File: src/rtl/tl_xbar_pkg.sv
// rtl/tl_xbar_pkg.sv - shared crossbar arbiter types and pointer helper
package tl_xbar_pkg;

    typedef enum logic {
        ARB_IDLE   = 1'b0,
        ARB_LOCKED = 1'b1
    } arb_state_e;

    // Round-robin pointer increment that wraps at n, never into the unused codes above n-1.
    function automatic int unsigned ptr_inc(input int unsigned p, input int unsigned n);
        return (p + 1 >= n) ? 0 : p + 1;
    endfunction

endpackage

File: src/rtl/tl_rr_pick.sv
// rtl/tl_rr_pick.sv - combinational rotating-priority encoder
// Picks the requester nearest at or after ptr (mod N); gnt_idx falls back to ptr when idle.
module tl_rr_pick #(
    parameter int N     = 4,
    parameter int SEL_W = 2
) (
    input  logic [N-1:0]     req,
    input  logic [SEL_W-1:0] ptr,
    output logic [SEL_W-1:0] gnt_idx,
    output logic             any
);

    always_comb begin : p_pick
        int unsigned w_dist;
        int unsigned w_best;
        w_dist  = 0;
        w_best  = N;
        gnt_idx = ptr;
        any     = 1'b0;
        for (int j = 0; j < N; j++) begin
            w_dist = 32'(j) + 32'(N) - 32'(ptr);
            if (w_dist >= 32'(N)) w_dist = w_dist - 32'(N);
            if (req[j] && (w_dist < w_best)) begin
                w_best  = w_dist;
                gnt_idx = SEL_W'(j);
                any     = 1'b1;
            end
        end
    end

endmodule

File: src/rtl/tl_rr_arbiter.sv
// rtl/tl_rr_arbiter.sv - N-to-1 round-robin TileLink arbiter with burst lock
// Optional macro TL_ARB_OUTREG_EN adds a full-throughput output register slice.
module tl_rr_arbiter #(
    parameter int N      = 4,
    parameter int DATA_W = 64,
    parameter int SEL_W  = 2
) (
    input  logic                clk_i,
    input  logic                rst_i,
    input  logic [N-1:0]        valid_i,
    output logic [N-1:0]        ready_o,
    input  logic [N*DATA_W-1:0] data_i,
    input  logic [N-1:0]        last_i,
    output logic                valid_o,
    input  logic                ready_i,
    output logic [DATA_W-1:0]   data_o,
    output logic                last_o,
    output logic [SEL_W-1:0]    sel_o
);
    import tl_xbar_pkg::*;

    arb_state_e        r_state, w_state_nxt;
    logic [SEL_W-1:0]  r_rr_ptr, w_rr_ptr_nxt;
    logic [SEL_W-1:0]  r_lock_idx, w_lock_idx_nxt;
    logic [SEL_W-1:0]  w_pick_idx, w_gnt;
    logic              w_pick_any, w_valid, w_last, w_arb_ready, w_fire;
    logic [DATA_W-1:0] w_data;

    tl_rr_pick #(.N(N), .SEL_W(SEL_W)) u_pick (
        .req     (valid_i),
        .ptr     (r_rr_ptr),
        .gnt_idx (w_pick_idx),
        .any     (w_pick_any)
    );

    assign w_gnt   = (r_state == ARB_LOCKED) ? r_lock_idx : w_pick_idx;
    assign w_valid = (r_state == ARB_LOCKED) ? valid_i[r_lock_idx] : w_pick_any;
    assign w_data  = data_i[w_gnt*DATA_W +: DATA_W];
    assign w_last  = w_valid & last_i[w_gnt];
    assign w_fire  = w_valid & w_arb_ready;

    // Any offered-but-not-taken beat locks, so a late requester cannot swap the payload.
    always_comb begin
        w_state_nxt    = r_state;
        w_rr_ptr_nxt   = r_rr_ptr;
        w_lock_idx_nxt = r_lock_idx;
        ready_o        = '0;
        if (w_valid) ready_o[w_gnt] = w_arb_ready;
        case (r_state)
            ARB_IDLE: begin
                if (w_valid) begin
                    if (w_fire && w_last) begin
                        w_rr_ptr_nxt = SEL_W'(ptr_inc(32'(w_gnt), N));
                    end else begin
                        w_state_nxt    = ARB_LOCKED;
                        w_lock_idx_nxt = w_gnt;
                    end
                end
            end
            ARB_LOCKED: begin
                if (w_fire && w_last) begin
                    w_state_nxt  = ARB_IDLE;
                    w_rr_ptr_nxt = SEL_W'(ptr_inc(32'(r_lock_idx), N));
                end
            end
            default: w_state_nxt = ARB_IDLE;
        endcase
    end

    always_ff @(posedge clk_i) begin
        if (rst_i) begin
            r_state    <= ARB_IDLE;
            r_rr_ptr   <= '0;
            r_lock_idx <= '0;
        end else begin
            r_state    <= w_state_nxt;
            r_rr_ptr   <= w_rr_ptr_nxt;
            r_lock_idx <= w_lock_idx_nxt;
        end
    end

`ifdef TL_ARB_OUTREG_EN
    logic              r_out_valid, r_out_last;
    logic [DATA_W-1:0] r_out_data;
    logic [SEL_W-1:0]  r_out_sel;

    // Slice refills in the same cycle it drains, keeping one beat per cycle.
    assign w_arb_ready = !r_out_valid || ready_i;

    always_ff @(posedge clk_i) begin
        if (rst_i) begin
            r_out_valid <= 1'b0;
            r_out_last  <= 1'b0;
            r_out_data  <= '0;
            r_out_sel   <= '0;
        end else if (w_arb_ready) begin
            r_out_valid <= w_valid;
            r_out_last  <= w_last;
            r_out_data  <= w_data;
            r_out_sel   <= w_gnt;
        end
    end

    assign valid_o = r_out_valid;
    assign last_o  = r_out_last;
    assign data_o  = r_out_data;
    assign sel_o   = r_out_sel;
`else
    assign w_arb_ready = ready_i;
    assign valid_o     = w_valid;
    assign last_o      = w_last;
    assign data_o      = w_data;
    assign sel_o       = w_gnt;
`endif

endmodule

File: config.mk
export PLATFORM = sky130hd
export DESIGN_NAME = tl_rr_arbiter
export DESIGN_NICKNAME = d
export VERILOG_FILES = /design/src/rtl/tl_xbar_pkg.sv /design/src/rtl/tl_rr_pick.sv /design/src/rtl/tl_rr_arbiter.sv
export SDC_FILE = /design/constraint.sdc
export NUM_CORES = 1
export LEC_CHECK = 0
export BUFFER_PORTS_ARGS = -buffer_cell sky130_fd_sc_hd__buf_2
export CAP_MARGIN = 10
export CELL_PAD_IN_SITES_DETAIL_PLACEMENT = 1
export CELL_PAD_IN_SITES_GLOBAL_PLACEMENT = 2
export CORE_MARGIN = 8
export CORE_UTILIZATION = 14
export DETAILED_ROUTE_END_ITERATION = 8
export PLACE_DENSITY = 0.91
export SLEW_MARGIN = 30
export SYNTH_ARGS = -nofsm -noshare
export SYNTH_HDL_FRONTEND = slang
export SYNTH_SLANG_ARGS = --single-unit
File: constraint.sdc
create_clock -name clk_i -period 7.8 [get_ports clk_i]
set_input_delay 1.56 -clock clk_i [delete_from_list [all_inputs] [get_ports clk_i]]
set_output_delay 1.56 -clock clk_i [all_outputs]
set_load 0.01 [all_outputs]
* After elaboration in Yosys (flattened, before gate mapping) *
Index checks and enable logic that the tools add are counted.

word-level totals
  flip-flop bits (word level) = 5
  latch bits = 0
  RAM bits = 0
  ROM bits = 0
  input bits = 267
  output and inout port bits = 72
  logic and storage cells = 76
  memories = 0

operators by class
  add/sub/neg operators = 10
  multipliers = 0
  div/mod/pow operators = 0
  order comparisons = 13
  equality and inequality tests = 3
  shift-type cells = 1
  multiplexer cells = 33
  bitwise logic cells = 5
  reduce and logical (&&, ||, !) cells = 8

operators by type and width
  cell                     count
  $shiftx A256 B9 Y64      1
  $mux W32                 7
  $ge A32 B3 Y1 const B    4
  $sub A32 B3 Y32 const B  4
  $lt A32 B32 Y1           3
  $lt A32 B3 Y1 const B    1
  $mux W2                  10
  $sub A3 B2 Y4 const A    4
  $mux W1                  10
  $add A2 B1 Y3 const B    2
  $ge A3 B3 Y1 const B     2
  $logic_and A1 B1 Y1      6
  $lt A2 B3 Y1 const B     2
  $reduce_and A3 Y1        2
  $and A4 B4 Y4            1
  $bmux W1 S2              2
  $mux W4                  1
  $ne A2 B2 Y1 const B     2
  $pmux W2 S2              1
  $and A1 B1 Y1            2
  $demux W1 S2             1
  $ge A2 B1 Y1 const B     1
  $ne A2 B1 Y1 const B     1
  $not A1 Y1               2
  $pmux W1 S2              1

* Longest topological paths before layout *
  depth after elaboration = 23
  mapped depth = 30
  mapped depth without buffers = 27

* Hierarchy *
A second synthesis with hierarchy kept.

second synthesis, totals
  cell total of the unflattened synthesis = 541
  area, all modules = 2865.2 µm²

by module, submodules not included
  module         instances  cells an instance  area each (µm²)  seq. area each (µm²)
  tl_rr_arbiter  1          478                2349.8           100.1
  tl_rr_pick     1          63                 515.5            0.0

* Least setup slack after synthesis *
OpenSTA, ideal clock, no wires.

  path type = input-to-output
  start point = in valid_i[0]
  end point = out ready_o[2]
  arrival time = 5.631 ns
  required time = 6.240 ns
  slack = 0.609 ns
  stages on the path = 22
  path buffers = 2
  cells stage by stage = nand2_1 > inv_1 > ha_1 > nand2_1 > a211o_1 > and3_1 > buf_2 > o31a_1 > ha_1 > a211o_1 > a21oi_2 > nand2_1 > nand2_1 > o21ai_0 > ha_1 > or2_2 > o221a_1 > o21a_1 > inv_2 > clkbuf_1 > ha_1 > and2_1

on the way
  longest elaborated chain between the ends = 18
  elaborated cells between the ends (all ways) = 29
  classes of those cells = order compare (5); mux (18); bitwise (1); reduce/logical (5)

ends and longest elaborated chain
  item                                                                RTL line             source
  start, declared                                                     tl_rr_arbiter.sv:10  input logic [N-1:0] valid_i,
  $logic_and A1 B1 Y1 (*)                                             tl_rr_pick.sv:23     if (req[j] && (w_dist < w_best)) begin
  $mux W32                                                            tl_rr_pick.sv:23
  $lt A32 B32 Y1                                                      tl_rr_pick.sv:23
  $logic_and A1 B1 Y1                                                 tl_rr_pick.sv:23
  $mux W32                                                            tl_rr_pick.sv:23
  $lt A32 B32 Y1                                                      tl_rr_pick.sv:23
  $logic_and A1 B1 Y1                                                 tl_rr_pick.sv:23
  $mux W32                                                            tl_rr_pick.sv:23
  (+3 left out)                                                       --
  $mux W2 (*)                                                         tl_rr_arbiter.sv:36  assign w_gnt = (r_state == ARB_LOCKED) ? r_lock_idx : w_pick_idx;
  net sel_o[1]                                                        tl_rr_arbiter.sv:18  output logic [SEL_W-1:0] sel_o
  $lt A2 B3 Y1 (not written as such) or $ge A2 B1 Y1 (tied branches)  tl_rr_arbiter.sv:48  if (w_valid) ready_o[w_gnt] = w_arb_ready;
  $logic_and A1 B1 Y1 (not written as such)                           tl_rr_arbiter.sv:48
  $mux W1 (not written as such)                                       tl_rr_arbiter.sv:48
  $demux W1 S2 (*)                                                    tl_rr_arbiter.sv:48
  $and A4 B4 Y4 (no line) (*)                                         --
  $mux W4 (*)                                                         tl_rr_arbiter.sv:48
  end, declared                                                       tl_rr_arbiter.sv:11  output logic [N-1:0] ready_o,

Mark *: on every way through the listed nets, which the timed path passes. The rest lies on a longest branch. The select of a mux whose other input is x is not followed.

* Worst setup path in the final report *
  start point = in valid_i[0]
  end point = out last_o

on the way
  longest elaborated chain between the ends = 15
  elaborated cells between the ends (all ways) = 25
  classes of those cells = order compare (3); mux (17); bitwise (1); reduce/logical (4)

ends and longest elaborated chain
  item                           RTL line             source
  $logic_and A1 B1 Y1            tl_rr_pick.sv:23
  $mux W32                       tl_rr_pick.sv:23
  $lt A32 B32 Y1                 tl_rr_pick.sv:23
  $logic_and A1 B1 Y1            tl_rr_pick.sv:23
  $mux W32                       tl_rr_pick.sv:23
  $lt A32 B32 Y1                 tl_rr_pick.sv:23
  $logic_and A1 B1 Y1            tl_rr_pick.sv:23
  $mux W32                       tl_rr_pick.sv:23
  $lt A32 B32 Y1                 tl_rr_pick.sv:23
  $logic_and A1 B1 Y1            tl_rr_pick.sv:23
  $mux W2                        tl_rr_pick.sv:23
  $mux W2                        tl_rr_arbiter.sv:36
  $bmux W1 S2                    tl_rr_arbiter.sv:39  assign w_last = w_valid & last_i[w_gnt];
  $mux W1 (not written as such)  tl_rr_arbiter.sv:39
  $and A1 B1 Y1 (*)              tl_rr_arbiter.sv:39
  end, declared                  tl_rr_arbiter.sv:17  output logic last_o,

Mark *: on every way between the ends. The rest lies on a longest branch, timed or not. The select of a mux whose other input is x is not followed.

==> reports/metrics.yaml <==
outcome:
  outcome: "completed"
worst_setup_path:
  cpPeakStageDelay_ns: 0.38
  reg2regPathDepth: 28
  critical_path.most_common_cell: "ha_1"
  r2r_setup_slack_ns: 1.96
  cp_slowest_cell: "o31ai_2"
  worst-path-max-fanout: 14
  cp.required_ns: 6.24
  crit_type: "in2out"
  cp_num_buf_inv: 6
  path_delay_family: "compound AO/OA/AOI/OAI gates"
  critPathLaunchType: "input pin"
  end_kind: "primary output"
  rr_startpoint: "r_rr_ptr[0]$_SDFFE_PP0P_"
  cp.arrival_ns: 6.12
  r2r_end: "r_rr_ptr[0]$_SDFFE_PP0P_"
clock_tree:
  htree_levels: 1
  cts_tree: "built"
  cts-hold-fix-buffers: 0
  clkLatencyLatePin_ns: 0.23
  clock_path_buffers: 2
  clk_pin_slew_ns: 0.03
  cts_made_buffers: 3
  cts.sinks: 5
  cts_root_buf: "clkbuf_16"
yosys:
  synth_cells: 547
  synth-seq-cells: 5
  avgSynthCellArea_um2: 5.33
  yosys.area.top_type: "nand2_1"
  ys_warn_count: 0
  yosysSeqAreaShare_pct: 3.43
  synth_area_um2: 2920
  synth_top_area_share_pct: 34.3
  yosys-top-cells-area: "nand2_1, and3_1, a31oi_1"
  yosysUniqueCellTypes: 49
die:
  initial_core_util_pct: 14.1
  dieArea_um2: 25700
  core-area_um2: 20800
  die_w_um: 160
  die_y_um: 160
  std_cell_rows: 53
  pin_count: 339
sta:
  finalClockSkew_ns: 0.00111
  layout_worst_path_cycle_share_pct: 98.5
  slew_viol_final: 0
  hold_violations: 0
  finalSetupViolCount: 0
  period_minus_slack_ns: 7.68
  max_freq_mhz: 130
  tns_ns: 0
pwr:
  peakVddDrop_uv: 161
  leakagePower_uw: 0.00302
  p_total_uw: 2780
  power.density_nw_per_um2: 510
global_route:
  grt_pass1_wl_mm: 28.5
  grt_usage_pct: 13.3
  grt_overflow: 0
  antenna_found_initial: 2
  first_global_vias: 5408
  grt_max_degree: 78
route:
  firstDrtPassIters: 5
  drt-initial-drc-count: 290
  viasPerCell: 4.56
  avgRoutedWirePerCell_um: 18.0
  vias: 5268
  wirelength_mm: 20.8
  drc_errors: 0
  ant_nets: 0
finish:
  final_cell_mix: "buf_2, nand2_1, and3_1"
  area_growth_pct: 86.7
  layout_commonest_cell: "buf_2"
  regArea_um2: 100
  final_layout_size_suffix_gt1_share_pct: 44.7
  multi_input_area_um2: 2650
  nets: 1165
  final_cells: 1155
  n_fill_cell: 2757
  design_area_um2: 5450
placement:
  io_buffer_count: 338
  gp_congestion: 0.863
  dpl.hpwl_mm: 15.8
  placed_cell_area_um2: 4990
  dpl.cell_count: 1133
min_path:
  min_to: "r_lock_idx[0]$_SDFFE_PP0P_"
  hold_path.class: "reg2reg"
  min_from: "r_lock_idx[0]$_SDFFE_PP0P_"
  hold_depth: 2
job:
  cap_violations: 0
[power by group]
group,internal [uW],total (uW),switching (uW)
Sequential,33.9,49.2,15.3
Clock,67.8,85.4,17.6
Combinational,1140,2650,1500
Total,1250,2780,1530
[synth_stat cells (all sizes together)]
library cell and number:
nor3 1, o21a 2, o211ai 1, mux2 2, or2 1, and3 67, a211oi 2, nand2b 3
o2bb2ai 1, nand2 267, nor3b 1, o221a 1, mux4 1, and2 8, a41oi 1, o31a 1
nor2b 1, o22a 1, conb 1, a21boi 2, a21oi 4, o31ai 2, a32oi 1, o211a 1
o311ai 1, o21ai 5, ha 18, mux2i 3, a21o 1, dfxtp 5, a2111oi 1, nor2 5
a41o 1, a31o 1, inv 10, buf 22, and3b 1, a211o 2, a311oi 2, nand3 8
a31oi 66, clkbuf 22
[sequential cells by signal, summed over array words and instances, names as in the netlist]
signal	cells
r_lock_idx	2
r_state	1
r_rr_ptr	2
[worst max path at each step]
stage	start	endpoint	slack (ns)	depth (start not counted)
floorplan	valid_i[0]	ready_o[2]	0.61	22
global placement	valid_i[0]	data_o[12]	0.17	27
detailed placement	valid_i[0]	data_o[12]	-0.04	27
CTS	valid_i[0]	data_o[12]	0.05	27
global route	valid_i[0]	last_o	-0.07	26
finish	valid_i[0]	last_o	0.12	26
[worst min-delay path, stage by stage, from the launching register on]
cell	delay (ns)
dfxtp_1	0.35
o31ai_1	0.08
a21oi_1	0.07
[cells by family (layout without fill, tap and decap cells)]
logic type | after synthesis | after routing | synth area share (%)
compound gates | 100 | 100 | 23.9
fa+ha+maj | 18 | 18 | 7.72
flops | 5 | 5 | 3.43
other cells | 1 | 3 | 0.129
mux | 6 | 6 | 2.70
buf+inv | 54 | 385 | 7.85
simple gates | 363 | 363 | 54.2
[metal layers]
metal  wire length [um]  up-vias  part of all wire [%]  GRT usage, %
li1                   -     2545                     -             -
met1               8440     2469                    41          15.4
met5                 11        -                 0.053             0
met3               1640       24                   7.9          3.94
met4                288        2                   1.4          2.68
met2              10400      228                    50          23.7
[repair_timing]
| item | in CTS | in global routing |
|---|---|---|
| endpoints found under the hold margin | 0 | 0 |
| setup endpoints to repair | 10 | 67 |
| pin swaps | 0 | 5 |
| gates cloned | 0 | 9 |
| buffers inserted | 0 | 8 |
| gates resized for setup | 2 | 19 |
[cell type report]
type	count	share of cell area, %
multi-input combinational	489	48.5
tap	275	6.31
sequential	5	1.84
clock buffer	4	1.45
inverter	10	1.17
antenna	1	0.0459
timing repair buffer	371	40.6
[per-stage QoR]
| stage | util (%) | setup WS (ns) | hold WS (ns) |
|---|---|---|---|
| 5_1_grt | 26.2 | -0.0701 | 0.584 |
| 4_1_cts | 24.4 | 0.0546 | 0.556 |
| 2_1_floorplan | - | 0.609 | 0.484 |
| 6_report | 26.3 | 0.121 | 0.552 |
| 3_3_place_gp | 24.0 | 0.169 | 0.539 |
| 3_5_place_dp | 24.0 | -0.0372 | 0.539 |
No activity file was read; power rests on OpenSTA's default activity.
